### config.mk
export PLATFORM = sky130hd
export DESIGN_NAME = screen_sel_ctl_flat
export DESIGN_NICKNAME = d
export VERILOG_FILES = /design/src/rtl/screen_sel_ctl_if.sv /design/src/rtl/screen_sel_ctl.sv /design/src/flat_wrapper.sv
export SDC_FILE = /design/constraint.sdc
export NUM_CORES = 1
export LEC_CHECK = 0
export BUFFER_PORTS_ARGS = -buffer_cell sky130_fd_sc_hd__clkbuf_2
export CELL_PAD_IN_SITES_DETAIL_PLACEMENT = 1
export CELL_PAD_IN_SITES_GLOBAL_PLACEMENT = 1
export CORE_ASPECT_RATIO = 0.9
export CORE_MARGIN = 4
export CORE_UTILIZATION = 32
export CTS_BUF_LIST = sky130_fd_sc_hd__clkbuf_4
export CTS_CLUSTER_DIAMETER = 150
export DETAILED_ROUTE_END_ITERATION = 8
export GPL_ROUTABILITY_DRIVEN = 0
export PLACE_DENSITY = 0.84
export SETUP_SLACK_MARGIN = 0.02
export SLEW_MARGIN = 40
export SYNTH_ARGS = -nofsm -noshare
export SYNTH_HDL_FRONTEND = slang
export SYNTH_SLANG_ARGS = --single-unit
### constraint.sdc
create_clock -name clk -period 2.85 [get_ports clk]
set_input_delay 0.1425 -clock clk [delete_from_list [all_inputs] [get_ports clk]]
set_output_delay 0.1425 -clock clk [all_outputs]
set_load 0.005 [all_outputs]
### src/rtl/screen_sel_ctl_if.sv
// Mouse, frame-boundary, video source and committed screen-state signals
// exchanged with the PONG screen controller.
interface screen_sel_ctl_if #(
    parameter int DIFF_LEVELS = 2
);
    localparam int DW = (DIFF_LEVELS > 1) ? $clog2(DIFF_LEVELS) : 1;

    logic [11:0]   xpos;
    logic [11:0]   ypos;
    logic          mouse_left;
    logic          button;
    logic          vblnk_in;

    logic          vsync_menu;
    logic          hsync_menu;
    logic [11:0]   rgb_menu;
    logic          vsync_game;
    logic          hsync_game;
    logic [11:0]   rgb_game;
    logic          vsync_cred;
    logic          hsync_cred;
    logic [11:0]   rgb_cred;

    logic          vsync_out;
    logic          hsync_out;
    logic [11:0]   rgb_out;
    logic [1:0]    screen;
    logic [DW-1:0] difficulty;
    logic [11:0]   color1;
    logic [11:0]   color2;

    modport master (
        output xpos, ypos, mouse_left, button, vblnk_in,
        output vsync_menu, hsync_menu, rgb_menu,
        output vsync_game, hsync_game, rgb_game,
        output vsync_cred, hsync_cred, rgb_cred,
        input  vsync_out, hsync_out, rgb_out, screen, difficulty, color1, color2
    );

    modport slave (
        input  xpos, ypos, mouse_left, button, vblnk_in,
        input  vsync_menu, hsync_menu, rgb_menu,
        input  vsync_game, hsync_game, rgb_game,
        input  vsync_cred, hsync_cred, rgb_cred,
        output vsync_out, hsync_out, rgb_out, screen, difficulty, color1, color2
    );
endinterface

### src/rtl/screen_sel_ctl.sv
// PONG screen controller: edge-detected menu clicks raise pending requests
// that are committed on the vblnk rising edge, so the screen, difficulty and
// colour theme only change at a frame boundary. The video outputs are a
// registered mux of the three source pipelines chosen by the committed screen.
module screen_sel_ctl #(
    parameter int NUM_BTN     = 4,
    parameter int BTN_X0      = 362,
    parameter int BTN_X1      = 674,
    parameter int BTN_Y0      = 46,
    parameter int BTN_H       = 100,
    parameter int BTN_PITCH   = 192,
    parameter int DIFF_LEVELS = 2,
    parameter int NUM_THEMES  = 7
) (
    input  logic            clk,
    input  logic            rst,
    screen_sel_ctl_if.slave bus
);
    localparam int DW      = (DIFF_LEVELS > 1) ? $clog2(DIFF_LEVELS) : 1;
    // Only buttons 0..3 carry an action; higher buttons are never decoded.
    localparam int ACT_BTN = (NUM_BTN > 4) ? 4 : NUM_BTN;

    typedef enum logic [1:0] {
        SCR_MENU = 2'd0,
        SCR_GAME = 2'd1,
        SCR_CRED = 2'd2
    } screen_t;

    screen_t       scr_q, scr_d;
    screen_t       req_scr_q, req_scr_d;
    logic          req_vld_q, req_vld_d;
    logic          diff_pend_q, diff_pend_d;
    logic          theme_pend_q, theme_pend_d;
    logic [DW-1:0] diff_q, diff_d;
    logic [2:0]    theme_q, theme_d;

    logic          mouse_prev, button_prev, vblnk_prev;
    logic          click, btn_edge, commit, menu_click, x_in;
    logic [3:0]    btn_hit;

    assign click      = bus.mouse_left & ~mouse_prev;
    assign btn_edge   = bus.button & ~button_prev;
    assign commit     = bus.vblnk_in & ~vblnk_prev;
    assign menu_click = click && (scr_q == SCR_MENU);

    // Edge-detect history; mouse/button history resets high so a level held
    // across reset release is not taken as a fresh press.
    always_ff @(posedge clk or negedge rst) begin
        if (!rst) begin
            mouse_prev  <= 1'b1;
            button_prev <= 1'b1;
            vblnk_prev  <= 1'b0;
        end else begin
            mouse_prev  <= bus.mouse_left;
            button_prev <= bus.button;
            vblnk_prev  <= bus.vblnk_in;
        end
    end

    // Inclusive 12-bit hit test of the current pointer against the action buttons.
    always_comb begin
        btn_hit = '0;
        x_in    = (bus.xpos >= 12'(BTN_X0)) && (bus.xpos <= 12'(BTN_X1));
        for (int unsigned k = 0; k < ACT_BTN; k++) begin
            btn_hit[k] = x_in
                && (bus.ypos >= 12'(BTN_Y0 + k * BTN_PITCH))
                && (bus.ypos <= 12'(BTN_Y0 + k * BTN_PITCH + BTN_H));
        end
    end

    // Committed state and pending requests.
    always_ff @(posedge clk or negedge rst) begin
        if (!rst) begin
            scr_q        <= SCR_MENU;
            req_scr_q    <= SCR_MENU;
            req_vld_q    <= 1'b0;
            diff_pend_q  <= 1'b0;
            theme_pend_q <= 1'b0;
            diff_q       <= '0;
            theme_q      <= '0;
        end else begin
            scr_q        <= scr_d;
            req_scr_q    <= req_scr_d;
            req_vld_q    <= req_vld_d;
            diff_pend_q  <= diff_pend_d;
            theme_pend_q <= theme_pend_d;
            diff_q       <= diff_d;
            theme_q      <= theme_d;
        end
    end

    // Commit pending work at the frame boundary, then merge this cycle's
    // requests so one raised on the commit cycle survives to the next frame.
    always_comb begin
        scr_d        = scr_q;
        req_scr_d    = req_scr_q;
        req_vld_d    = req_vld_q;
        diff_pend_d  = diff_pend_q;
        theme_pend_d = theme_pend_q;
        diff_d       = diff_q;
        theme_d      = theme_q;

        if (commit) begin
            if (req_vld_q) begin
                scr_d = req_scr_q;
            end
            if (diff_pend_q) begin
                diff_d = (diff_q == DW'(DIFF_LEVELS - 1)) ? '0 : diff_q + DW'(1);
            end
            if (theme_pend_q) begin
                theme_d = (theme_q == 3'(NUM_THEMES - 1)) ? '0 : theme_q + 3'd1;
            end
            req_vld_d    = 1'b0;
            diff_pend_d  = 1'b0;
            theme_pend_d = 1'b0;
        end

        if (menu_click) begin
            if (btn_hit[0]) begin
                req_vld_d = 1'b1;
                req_scr_d = SCR_GAME;
            end
            if (btn_hit[1]) begin
                diff_pend_d = 1'b1;
            end
            if (btn_hit[2]) begin
                theme_pend_d = 1'b1;
            end
            if (btn_hit[3]) begin
                req_vld_d = 1'b1;
                req_scr_d = SCR_CRED;
            end
        end else if (btn_edge && (scr_q != SCR_MENU)) begin
            req_vld_d = 1'b1;
            req_scr_d = SCR_MENU;
        end
    end

    // Registered video mux; the unused screen code falls back to the menu source.
    always_ff @(posedge clk or negedge rst) begin
        if (!rst) begin
            bus.vsync_out <= 1'b0;
            bus.hsync_out <= 1'b0;
            bus.rgb_out   <= '0;
        end else begin
            case (scr_q)
                SCR_GAME: begin
                    bus.vsync_out <= bus.vsync_game;
                    bus.hsync_out <= bus.hsync_game;
                    bus.rgb_out   <= bus.rgb_game;
                end
                SCR_CRED: begin
                    bus.vsync_out <= bus.vsync_cred;
                    bus.hsync_out <= bus.hsync_cred;
                    bus.rgb_out   <= bus.rgb_cred;
                end
                default: begin
                    bus.vsync_out <= bus.vsync_menu;
                    bus.hsync_out <= bus.hsync_menu;
                    bus.rgb_out   <= bus.rgb_menu;
                end
            endcase
        end
    end

    // Theme colour lookup (background / foreground) from the committed theme.
    always_comb begin
        bus.color1 = 12'h000;
        bus.color2 = 12'hFFF;
        case (theme_q)
            3'd1: begin bus.color1 = 12'h099; bus.color2 = 12'hF66; end
            3'd2: begin bus.color1 = 12'h909; bus.color2 = 12'h6F6; end
            3'd3: begin bus.color1 = 12'h990; bus.color2 = 12'h66F; end
            3'd4: begin bus.color1 = 12'h009; bus.color2 = 12'hFF6; end
            3'd5: begin bus.color1 = 12'h900; bus.color2 = 12'h6FF; end
            3'd6: begin bus.color1 = 12'h090; bus.color2 = 12'hF6F; end
            3'd7: begin bus.color1 = 12'h555; bus.color2 = 12'hAAA; end
            default: begin bus.color1 = 12'h000; bus.color2 = 12'hFFF; end
        endcase
    end

    assign bus.screen     = scr_q;
    assign bus.difficulty = diff_q;
endmodule

### src/flat_wrapper.sv
// flat-port wrapper written by rule: the top's interface ports become plain ports
module screen_sel_ctl_flat 
#(
    parameter int NUM_BTN     = 4,
    parameter int BTN_X0      = 362,
    parameter int BTN_X1      = 674,
    parameter int BTN_Y0      = 46,
    parameter int BTN_H       = 100,
    parameter int BTN_PITCH   = 192,
    parameter int DIFF_LEVELS = 2,
    parameter int NUM_THEMES  = 7
)
  (clk, rst, bus_xpos, bus_ypos, bus_mouse_left, bus_button, bus_vblnk_in, bus_vsync_menu, bus_hsync_menu, bus_rgb_menu, bus_vsync_game, bus_hsync_game, bus_rgb_game, bus_vsync_cred, bus_hsync_cred, bus_rgb_cred, bus_vsync_out, bus_hsync_out, bus_rgb_out, bus_screen, bus_difficulty, bus_color1, bus_color2);
  screen_sel_ctl_if #(.DIFF_LEVELS(DIFF_LEVELS)) bus_i ();
  input  logic clk;
  input  logic rst;
  input wire logic [$bits(bus_i.xpos)-1:0] bus_xpos;
  input wire logic [$bits(bus_i.ypos)-1:0] bus_ypos;
  input wire logic [$bits(bus_i.mouse_left)-1:0] bus_mouse_left;
  input wire logic [$bits(bus_i.button)-1:0] bus_button;
  input wire logic [$bits(bus_i.vblnk_in)-1:0] bus_vblnk_in;
  input wire logic [$bits(bus_i.vsync_menu)-1:0] bus_vsync_menu;
  input wire logic [$bits(bus_i.hsync_menu)-1:0] bus_hsync_menu;
  input wire logic [$bits(bus_i.rgb_menu)-1:0] bus_rgb_menu;
  input wire logic [$bits(bus_i.vsync_game)-1:0] bus_vsync_game;
  input wire logic [$bits(bus_i.hsync_game)-1:0] bus_hsync_game;
  input wire logic [$bits(bus_i.rgb_game)-1:0] bus_rgb_game;
  input wire logic [$bits(bus_i.vsync_cred)-1:0] bus_vsync_cred;
  input wire logic [$bits(bus_i.hsync_cred)-1:0] bus_hsync_cred;
  input wire logic [$bits(bus_i.rgb_cred)-1:0] bus_rgb_cred;
  output wire logic [$bits(bus_i.vsync_out)-1:0] bus_vsync_out;
  output wire logic [$bits(bus_i.hsync_out)-1:0] bus_hsync_out;
  output wire logic [$bits(bus_i.rgb_out)-1:0] bus_rgb_out;
  output wire logic [$bits(bus_i.screen)-1:0] bus_screen;
  output wire logic [$bits(bus_i.difficulty)-1:0] bus_difficulty;
  output wire logic [$bits(bus_i.color1)-1:0] bus_color1;
  output wire logic [$bits(bus_i.color2)-1:0] bus_color2;
  assign bus_i.xpos = bus_xpos;
  assign bus_i.ypos = bus_ypos;
  assign bus_i.mouse_left = bus_mouse_left;
  assign bus_i.button = bus_button;
  assign bus_i.vblnk_in = bus_vblnk_in;
  assign bus_i.vsync_menu = bus_vsync_menu;
  assign bus_i.hsync_menu = bus_hsync_menu;
  assign bus_i.rgb_menu = bus_rgb_menu;
  assign bus_i.vsync_game = bus_vsync_game;
  assign bus_i.hsync_game = bus_hsync_game;
  assign bus_i.rgb_game = bus_rgb_game;
  assign bus_i.vsync_cred = bus_vsync_cred;
  assign bus_i.hsync_cred = bus_hsync_cred;
  assign bus_i.rgb_cred = bus_rgb_cred;
  assign bus_vsync_out = bus_i.vsync_out;
  assign bus_hsync_out = bus_i.hsync_out;
  assign bus_rgb_out = bus_i.rgb_out;
  assign bus_screen = bus_i.screen;
  assign bus_difficulty = bus_i.difficulty;
  assign bus_color1 = bus_i.color1;
  assign bus_color2 = bus_i.color2;
  screen_sel_ctl #(.NUM_BTN(NUM_BTN), .BTN_X0(BTN_X0), .BTN_X1(BTN_X1), .BTN_Y0(BTN_Y0), .BTN_H(BTN_H), .BTN_PITCH(BTN_PITCH), .DIFF_LEVELS(DIFF_LEVELS), .NUM_THEMES(NUM_THEMES)) u_core (.clk(clk), .rst(rst), .bus(bus_i));
endmodule
# [After elaboration in Yosys (flattened, before gate mapping)]
# Cells that the tools add are included.
[word_totals] elab_cells=81 out_inout_bits=41 ff_bits=28 input_bits=71
[classes] n_eq_ne=10 n_lt_le_gt_ge=10 bitwise_logic=6 reduce_logical=18 n_addsub=2 n_mux=22
[ops] cell="$pmux 12 s7" n=2
[ops] cell="$le 12x10->1 const B" n=3
[ops] cell="$ge 12x9->1 const B" n=2
[ops] cell="$pmux 12 s2" n=1
[ops] cell="$eq 3x3->1 const B" n=4
[ops] cell="$ge 12x10->1 const B" n=1
[ops] cell="$ge 12x6->1 const B" n=1
[ops] cell="$ge 12x8->1 const B" n=1
[ops] cell="$le 12x8->1 const B" n=1
[ops] cell="$le 12x9->1 const B" n=1
[ops] cell="$mux 1" n=12
[ops] cell="$logic_and 1x1->1" n=11
[ops] cell="$mux 2" n=4
[ops] cell="$reduce_and 2->1" n=4
[ops] cell="$eq 3x2->1 const B" n=2
[ops] cell="$pmux 1 s2" n=2
[ops] cell="$reduce_bool 2->1" n=2
[ops] cell="$add 3x1->3 const B" n=1
[ops] cell="$and 1x1->1" n=3
[ops] cell="$eq 3x1->1 const B" n=1
[ops] cell="$mux 3" n=1
[ops] cell="$ne 3x3->1 const B" n=1
[ops] cell="$not 1->1" n=3
[ops] cell="$eq 2x1->1 const B" n=1
[ops] cell="3 further kinds" n=3

# [Logic depth before layout (Yosys ltp)]
# Gate-level depths: netlist (run 1).
[logic_depth] ltp_word=7 mapped_depth=7 ltp_nobuf=7

# [Least setup slack after synthesis (run 1)]
# Ideal clock, no wire load.
[synth_timing] path_type="register to register" start="register u_core.scr_q[0] (netlist: u_core.bus.screen[0])" end="register u_core.req_scr_q[0]" arrival_time_ns=1.414 setup_slack_ns=1.317 required_time_ns=2.730 stages_incl_launch_ff=8 setup_ns=0.120 path_buffers=0 synth_period_minus_slack_ns=1.533 cell_sequence="dfrtp_1 inv_1 ha_1 nor4b_1 and3_1 o211ai_2 nand2b_4 and3b_1"
[synth_between] elab_chain_len=4 elab_cells_between_ends=8 cone_classes="1 x eq/ne; 1 x mux; 6 x reduce/logical"
[synth_lines] element="start, declared" line_no="screen_sel_ctl.sv:29" text="screen_t scr_q, scr_d;"
[synth_lines] element="start signal, assigned" line_no="screen_sel_ctl.sv:82" text="scr_q <= scr_d;"
[synth_lines] element="$logic_not 2->1 or $reduce_bool 2->1 (tied branches)" line_no="screen_sel_ctl.sv:44, screen_sel_ctl.sv:133"
[synth_lines] element="$logic_and 1x1->1, on equally long branches" line_no="screen_sel_ctl.sv:44, screen_sel_ctl.sv:133"
[synth_lines] element="$ne 3x3->1 (no source line) or $reduce_bool 2->1 (tied branches)"
[synth_lines] element="$reduce_and 2->1 (no source line)"
[synth_lines] element="end signal, assigned" line_no="screen_sel_ctl.sv:83" text="req_scr_q <= req_scr_d;"
[synth_lines] element="end, declared" line_no="screen_sel_ctl.sv:30" text="screen_t req_scr_q, req_scr_d;"
# Parallel ways exist; a longest one is shown, timed or not.
# A chain may end at the register's enable or synchronous reset.

# [Worst setup path in the final report (run 1)]
[layout_timing] start="register u_core.theme_q[0]" end="output bus_color1[7]"
[layout_between] elab_chain_len=2 elab_cells_between_ends=8 cone_classes="7 x eq/ne; 1 x mux"
[layout_lines] element="start, declared" line_no="screen_sel_ctl.sv:35" text="logic [2:0] theme_q, theme_d;"
[layout_lines] element="start signal, assigned" line_no="screen_sel_ctl.sv:88" text="theme_q <= theme_d;"
[layout_lines] element="$eq 3x3->1, or another cell as far along" line_no="screen_sel_ctl.sv:170" text="case (theme_q)"
[layout_lines] element="$pmux 12 s7 (*)" line_no="screen_sel_ctl.sv:170"
[layout_lines] element="end, declared" line_no="flat_wrapper.sv:36" text="output wire logic [$bits(bus_i.color1)-1:0] bus_color1;"
# Every way passes the cells marked *; elsewhere a longest branch is shown, timed or not.

==> results.yml, run 1 <==
global_routing:
  grt_max_degree: 29
  first_global_vias: 1722
  grtUsageTotal: 0.145
  grt_overflow: 0
  antenna_found_initial: 0
  grt_pass1_wl_um: 7840
placement:
  place_hpwl_um: 4030
  place_area_um2: 2200
  numPortBuffers: 105
finish:
  antennaDiodeCount: 0
  multi_input_area_um2: 852
  drive_gt1_frac: 0.416
  nNetsFinal: 364
  area_growth_pct: 34.4
  seq_area_um2: 703
  fillCellCount: 651
  finish.instance_area_um2: 2270
drt:
  drtIter0Drc: 41
  drc: 0
  drt_pass1_iterations: 4
  vias: 1719
  routed_wl_um: 4780
  detail-route-antenna-nets: 0
  vias_per_cell: 4.90
  post_drt_wl_per_cell_um: 13.6
logic_synthesis:
  ys_seq_area_frac: 0.416
  async_reset_ff_frac: 1.00
  yosysWarnings: 0
  yosysMostFrequentCell: "dfrtp_1"
  syn_area_um2: 1690
  ys_types: 46
  ys_top_cells_by_area: "dfrtp_1 (39%), a22oi_1 (6.2%), a21oi_1 (5.3%)"
  synth_edf_count: 0
  synth_commonest_cells: "dfrtp_1 (26), nor2_1 (19), a21oi_1 (18), nand2_1 (15), a22oi_1 (14)"
  synth_ff_type: "dfrtp_1"
  yosysTopAreaCell: "dfrtp_1"
  syn_avg_cell_area_um2: 8.98
  netlist.area_leader.share: 0.385
  syn_inst: 188
  ys_ff_latch: 28
setup_path:
  worstSetupPathType: "register to output pin"
  timing.rr.end: "u_core.req_scr_q[0]$_DFFE_PN0P_"
  endpoint: "bus_color1[7]"
  crit_start: "u_core.theme_q[0]$_DFFE_PN0P_"
  cp-start-kind: "register"
  required_ns: 2.71
  rr_worst_depth: 7
  r2r_slack_ns: 1.16
  worstPathArrival_ns: 1.70
  critPathMaxFanout: 13
  crit_path_end_kind: "output pin"
  reg2reg_from: "u_core.bus.screen[0]$_DFFE_PN0P_"
floorplanning:
  die-area_um2: 6510
  rows: 24
  core_um2: 4980
  die_y_um: 76.9
  io-pin-count: 112
  die_x_um: 84.6
  start_util: 0.339
clocking:
  cts_sinks: 28
  cts_buffers: 3
  post_cts_buffers: 0
  postCtsHoldBufs: 4
  root_buffer: "clkbuf_4"
  clk_latency_ns: 0.32
  clkTransAtPathRegs_ns: 0.13
  cts_tree: "yes"
  cts_max_level: 1
  clock_path_buffers: 2
  cts_resized: 0
power_and_ir_drop:
  sw_frac_of_total: 0.253
  internal-power_uw: 534
  p_leak_nw: 1.14
  peakVddDrop_mv: 0.141
  comb_power_share: 0.189
  p_sw_uw: 181
  power_uw: 715
  power.share.clock: 0.222
  p_per_area_nw_per_um2: 315
  seq_power_share: 0.589
timing:
  fin_crit_ns: 1.84
  hold_viol: 0
  drv_slew: 0
  rsz0062_at_grt: "false"
  skew_ns: 0.00606
  setup_viol: 0
  tightest_slew_ns: 0.703
  tns_ns: 0
  relSlewSlack: 0.532
  fin_crit_sh: 0.647
  clock.fmax_mhz: 542
run_status:
  status: "complete, no violations"
worst_hold_path:
  min-delay-path-class: "input port to register"
  min_path_cells: 3
  hp-start: "bus_vsync_menu"
job:
  max-cap-violations: 0
## critical path, cell delays in order (launching register included)
cell and delay [ns]:
dfrtp_1 0.62, and2_1 0.22, ha_1 0.17, a21oi_1 0.04, o221ai_1 0.19, clkbuf_2 0.15
## power groups by stage
stage	combinational [mW]	sequential [mW]	clock [mW]
6_report	0.135	0.421	0.159
5_1_grt	0.154	0.423	0.189
4_1_cts	0.138	0.421	0.170
3_5_place_dp	0.133	0.429	0
3_3_place_gp	0.128	0.428	0
2_1_floorplan	0.0522	0.427	0
## metrics by stage
stage	hold slack [ns]	setup slack, ns	util	cells
3_5_place_dp	0.220	1.18	0.442	343
5_1_grt	0.0254	0.830	0.455	351
4_1_cts	0.0295	0.960	0.455	351
2_1_floorplan	-0.153	1.32	-	192
6_report	0.0485	1.01	0.455	351
3_3_place_gp	0.226	1.24	0.442	343
## cells in the final DEF (no fill, tap or decap), types with 3 or more instances in the layout
| cell type | instances |
|---|---|
| a21oi_1 | 18 |
| a22oi_1 | 14 |
| and2_1 | 3 |
| clkbuf_2 | 105 |
| clkbuf_4 | 3 |
| conb_1 | 6 |
| dfrtp_1 | 26 |
| dlygate4sd3_1 | 4 |
| ha_1 | 4 |
| inv_1 | 11 |
| nand2_1 | 15 |
| nand2b_1 | 4 |
| nand3_1 | 3 |
| nor2_1 | 19 |
| nor2b_1 | 3 |
| nor3b_1 | 3 |
| o21ai_0 | 7 |
## layout make-up
type | instances | area share
sequential | 28 | 0.310
inverter | 11 | 0.0182
timing repair buffer | 109 | 0.249
multi-input combinational | 134 | 0.375
tap | 65 | 0.0358
clock inverter | 1 | 0.00165
clock buffer | 3 | 0.00992
## how the worst min path moves through the flow
stage / end
after floorplan: u_core.bus.difficulty$_DFFE_PN0P_
after global placement: u_core.bus.rgb_out[8]$_DFF_PN0_
after detailed placement: u_core.bus.rgb_out[3]$_DFF_PN0_
after CTS: u_core.bus.vsync_out$_DFF_PN0_
after global routing: u_core.bus.rgb_out[2]$_DFF_PN0_
final: u_core.bus.vsync_out$_DFF_PN0_
## registers in the layout, summed over array words and instances (netlist names)
signal / flops
u_core.mouse_prev: 1
u_core.button_prev: 1
u_core.theme_q: 3
u_core.bus.hsync_out: 1
u_core.theme_pend_q: 1
u_core.diff_pend_q: 1
u_core.req_scr_q: 2
u_core.vblnk_prev: 1
u_core.bus.vsync_out: 1
u_core.req_vld_q: 1
u_core.bus.rgb_out: 12
u_core.bus.screen: 2
u_core.bus.difficulty: 1
## cells by family (layout without fill, tap and decap cells)
logic type	Yosys count	count (layout)	synth area share
AND/OR/NAND/NOR	58	58	0.176
XOR/XNOR	3	3	0.0156
other	2	6	0.00445
adder cells (fa/ha/maj)	6	6	0.0489
flip-flops	28	28	0.416
buffers and inverters	30	124	0.0896
multiplexers	2	2	0.0133
AO/OA/AOI/OAI	59	59	0.236
## per-layer routing
| layer | vias to the layer above | global-route usage | share of wire |
|---|---|---|---|
| met1 | 827 | 0.170 | 0.41 |
| met4 | 0 | 0.0237 | 0.0065 |
| li1 | 843 | - | - |
| met3 | 2 | 0.0300 | 0.055 |
| met5 | - | 0 | 0 |
| met2 | 47 | 0.272 | 0.53 |
(Power assumes the default switching activity.)
==> run 2: changes to the inputs <==
- CORE_UTILIZATION: 32 -> 27
- PLACE_DENSITY: 0.84 -> 0.75
- clock period: 2.85 -> 1.5 ns (I/O delays scaled with it)
==> results.yml, run 2 (synthesis results as in run 1) <==
timing:
  relSlewSlack: 0.569
  skew_ns: 0.00256
  fin_crit_ns: 1.57
  drv_slew: 0
  hold_viol: 0
  tns_ns: -0.283
  tightest_slew_ns: 0.646
  setup_viol: 5
  clock.fmax_mhz: 638
  worst_slack_ns: -0.0672
  rsz0062_at_grt: "true"
  fin_crit_sh: 1.04
  worst_hold_slack_ns: 0.0338
job:
  max-cap-violations: 0
global_routing:
  grt_overflow: 0
  antenna_found_initial: 0
  first_global_vias: 1948
  grt_max_degree: 29
  grtUsageTotal: 0.148
  grt_pass1_wl_um: 9170
setup_path:
  cp-start-kind: "register"
  cp_top_family: "simple AND/OR/NAND/NOR gates"
  cp_slowest_cell: "dfrtp_1"
  crit_path_end_kind: "register"
  cp_slowest_stage_delay_ns: 0.43
  required_ns: 1.74
  cp_cell_sequence: "inv_2 -> ha_4 -> nor4b_4 -> and3_4 -> o211ai_4 -> nand2b_4 -> and3b_1"
  worstPathArrival_ns: 1.81
  path_buf_inv: 1
  critPathMaxFanout: 6
  worstSetupPathType: "register to register"
clocking:
  cts_buffers: 3
  cts_tree: "yes"
  cts_max_level: 1
  clkTransAtPathRegs_ns: 0.15
  clk_latency_ns: 0.33
  cts_sinks: 28
  root_buffer: "clkbuf_4"
  clock_path_buffers: 2
drt:
  detail-route-antenna-nets: 0
  drc: 0
  drt_pass1_iterations: 4
  drtIter0Drc: 59
  post_drt_wl_per_cell_um: 14.7
  routed_wl_um: 5730
  vias_per_cell: 4.80
  vias: 1872
finish:
  largest_reg_flops: 12
  reg_top3: "u_core.bus.rgb_out x12, u_core.theme_q x3"
  area_growth_pct: 61.4
  final_common_cell: "clkbuf_2"
  nNetsFinal: 396
  drive_gt1_frac: 0.503
  antennaDiodeCount: 0
  fin_util: 0.448
  largest_register: "u_core.bus.rgb_out"
  layout_common_cells: "clkbuf_2 (104), dfrtp_1 (23), dlygate4sd3_1 (19), nor2_1 (18), a21oi_1 (17)"
placement:
  pre_cts_ws_ns: -0.134
  numPortBuffers: 105
  place_hpwl_um: 4250
floorplanning:
  rows: 27
  start_util: 0.278
  io-pin-count: 112
  core_um2: 6080
  die_y_um: 83.0
  die-area_um2: 7590
  die_x_um: 91.4
worst_hold_path:
  min-delay-path-class: "input port to register"
power_and_ir_drop:
  p_leak_nw: 1.34
  peakVddDrop_mv: 0.342
  p_per_area_nw_per_um2: 530
run_status:
  violations: "negative setup slack"
  status: "complete, but fails checks"
==> run 2: what timing repair did <==
item                       4_1_cts  5_1_grt
setup buffers                    7        2
gates resized for setup         25       16
hold buffers                    19        0
setup endpoints to repair       31       27
pin swaps                        7        2
hold endpoints to repair        44        0
==> run 2: routing by layer <==
metal  track usage  up-vias  share of wire  routed length [um]
li1              -      911              -                   -
met1         0.169      894           0.39                2220
met2         0.279       57           0.55                3140
met3        0.0344       10          0.048                 278
met4        0.0274        0          0.018                 104
met5             0        -              0                   0
==> run 2: path summary, 6_finish.rpt <==
path                            slack [ns]                              start  cells after the start                           endpoint
worst max-delay path                 -0.07   u_core.bus.screen[0]$_DFFE_PN0P_                      7    u_core.req_scr_q[0]$_DFFE_PN0P_
worst min-delay path                  0.03                    bus_rgb_game[8]                      3    u_core.bus.rgb_out[8]$_DFF_PN0_
worst max register to register       -0.07   u_core.bus.screen[0]$_DFFE_PN0P_                      7    u_core.req_scr_q[0]$_DFFE_PN0P_
worst min register to register        0.49  u_core.bus.difficulty$_DFFE_PN0P_                      1  u_core.bus.difficulty$_DFFE_PN0P_
max in group asynchronous             0.77                                rst                      2      u_core.theme_q[1]$_DFFE_PN0P_
min in group asynchronous             0.28                                rst                      2    u_core.bus.rgb_out[0]$_DFF_PN0_
==> run 2: worst min-delay path, stage by stage <==
cell and delay [ns]:
clkbuf_2 0.07, a22oi_1 0.05, a21oi_1 0.13
==> run 2: report_power, final <==
part,switching (mW),total (mW),internal (mW)
clock network,0.230,0.328,0.0977
registers,0.0113,0.797,0.786
logic,0.150,0.319,0.169
total,0.391,1.44,1.05
==> run 2: cell type report <==
| type | instances | area [um^2] |
|---|---|---|
| Fill cell | 744 | 3350 |
| Multi-Input combinational cell | 134 | 988 |
| Timing Repair Buffer | 141 | 871 |
| Sequential cell | 28 | 707 |
| Tap cell | 72 | 90.1 |
| Inverter | 11 | 43.8 |
| Clock buffer | 3 | 22.5 |
| Clock inverter | 1 | 3.75 |
==> run 2: through the flow <==
step                area, um^2  std cells  power (mW)
CTS                       2640        388        1.46
detailed placement        2290        358        1.08
finish                    2730        390        1.44
floorplan                 1710        192       0.912
global placement          2290        358        1.07
global route              2730        390        1.54
==> run 3: changes to the inputs <==
- CORE_UTILIZATION: 27 -> 30
- PLACE_DENSITY: 0.75 -> 0.79
- clock period: 1.5 -> 1.7 ns (I/O delays scaled with it)
==> results.yml, run 3 (synthesis results as in run 1) <==
run_status:
  status: "complete, no violations"
clocking:
  cts_sinks: 28
  cts_tree: "yes"
  clk_latency_ns: 0.33
  clkTransAtPathRegs_ns: 0.16
  clock_path_buffers: 2
  cts_buffers: 3
  cts_max_level: 1
  root_buffer: "clkbuf_4"
drt:
  drt_pass1_iterations: 4
  detail-route-antenna-nets: 0
  vias_per_cell: 4.77
  drtIter0Drc: 37
  drc: 0
  vias: 1812
  post_drt_wl_per_cell_um: 14.8
  routed_wl_um: 5630
setup_path:
  required_ns: 1.62
  crit_path_end_kind: "output pin"
  worstSetupPathType: "register to output pin"
  critPathMaxFanout: 6
  rr_worst_depth: 7
  r2r_slack_ns: 0.09
  timing.rr.end: "u_core.req_scr_q[0]$_DFFE_PN0P_"
  cp-start-kind: "register"
  reg2reg_from: "u_core.bus.screen[1]$_DFFE_PN0P_"
  worstPathArrival_ns: 1.59
floorplanning:
  start_util: 0.316
  die-area_um2: 6900
  io-pin-count: 112
  die_x_um: 87.1
  die_y_um: 79.2
  core_um2: 5350
  rows: 25
finish:
  fillCellCount: 667
  seq_area_um2: 707
  multi_input_area_um2: 871
  nNetsFinal: 391
  largest_reg_flops: 12
  drive_gt1_frac: 0.435
  layout_common_cells: "clkbuf_2 (103), dfrtp_1 (23), nor2_1 (19), dlygate4sd3_1 (19), a21oi_1 (17)"
  final_common_cell: "clkbuf_2"
  largest_register: "u_core.bus.rgb_out"
  antennaDiodeCount: 0
  reg_top3: "u_core.bus.rgb_out x12, u_core.theme_q x3"
  finish.instance_area_um2: 2540
  area_growth_pct: 50.5
timing:
  hold_viol: 0
  drv_slew: 0
  relSlewSlack: 0.570
  skew_ns: 0.00348
  setup_viol: 0
  fin_crit_ns: 1.68
  rsz0062_at_grt: "true"
  fin_crit_sh: 0.988
  clock.fmax_mhz: 595
  tightest_slew_ns: 0.646
  worst_hold_slack_ns: 0.0457
worst_hold_path:
  min_path_cells: 3
  hp-start: "bus_rgb_game[8]"
  holdPathEnd: "u_core.bus.rgb_out[8]$_DFF_PN0_"
  min-delay-path-class: "input port to register"
power_and_ir_drop:
  p_leak_nw: 1.27
  p_per_area_nw_per_um2: 497
  peakVddDrop_mv: 0.370
global_routing:
  grt_max_degree: 29
  first_global_vias: 1928
  grt_pass1_wl_um: 9140
  grt_overflow: 0
  grtUsageTotal: 0.164
  antenna_found_initial: 0
placement:
  place_area_um2: 2250
  place_hpwl_um: 4280
  numPortBuffers: 105
job:
  max-cap-violations: 0
[run 3: final cells by class]
class,count,share of cell area
repair buffers,136,0.320
clock inverters,1,0.00148
flip-flops and latches,28,0.278
clock buffers,3,0.00886
inverters,11,0.0162
well taps,67,0.0330
multi-input cells,134,0.343
[run 3: worst max-delay path by stage]
stage                                      from                              end  slack [ns]  depth (start not counted)
6_report          u_core.theme_q[2]$_DFFE_PN0P_                    bus_color2[0]        0.02                          4
5_1_grt           u_core.theme_q[2]$_DFFE_PN0P_                    bus_color1[7]       -0.05                          5
4_1_cts           u_core.theme_q[1]$_DFFE_PN0P_                    bus_color1[7]        0.03                          5
3_5_place_dp   u_core.bus.screen[1]$_DFFE_PN0P_  u_core.req_scr_q[0]$_DFFE_PN0P_        0.08                          7
3_3_place_gp   u_core.bus.screen[0]$_DFFE_PN0P_  u_core.req_scr_q[0]$_DFFE_PN0P_        0.12                          7
2_1_floorplan  u_core.bus.screen[0]$_DFFE_PN0P_  u_core.req_scr_q[0]$_DFFE_PN0P_        0.17                          7
[run 3: what timing repair did]
item,CTS,global route
setup endpoints to repair,1,7
pin swaps,0,1
hold buffers,19,0
endpoints found under the hold margin,44,0
resized for setup,1,10
setup buffers,0,6
[run 3: routing by layer]
| metal | routed length [um] | GRT usage | part of all wire | vias up |
|---|---|---|---|---|
| li1 | - | - | - | 901 |
| met1 | 2230 | 0.193 | 0.40 | 854 |
| met2 | 3070 | 0.313 | 0.54 | 55 |
| met3 | 301 | 0.0301 | 0.053 | 2 |
| met4 | 27 | 0.0230 | 0.0048 | 0 |
| met5 | 0 | 0 | 0 | - |
[run 3: power by group]
part | internal (mW) | total [mW] | switching, mW
Sequential | 0.693 | 0.703 | 0.00964
Combinational | 0.144 | 0.270 | 0.126
Clock | 0.0863 | 0.290 | 0.204
[run 3: metrics by stage]
stage          cells  setup slack (ns)  utilization  total power [mW]  setup TNS (ns)
2_1_floorplan    192             0.167            -             0.804               0
3_3_place_gp     351             0.122        0.420             0.936               0
3_5_place_dp     351            0.0798        0.420             0.946               0
4_1_cts          374            0.0254        0.461              1.27               0
5_1_grt          380           -0.0498        0.475              1.34          -0.173
6_report         380            0.0203        0.475              1.26               0
[run 3: critical path, stage by stage, from the launching register on]
cell	delay, ns
dfrtp_2	0.47
buf_4	0.15
fa_1	0.50
inv_1	0.04
clkbuf_2	0.10
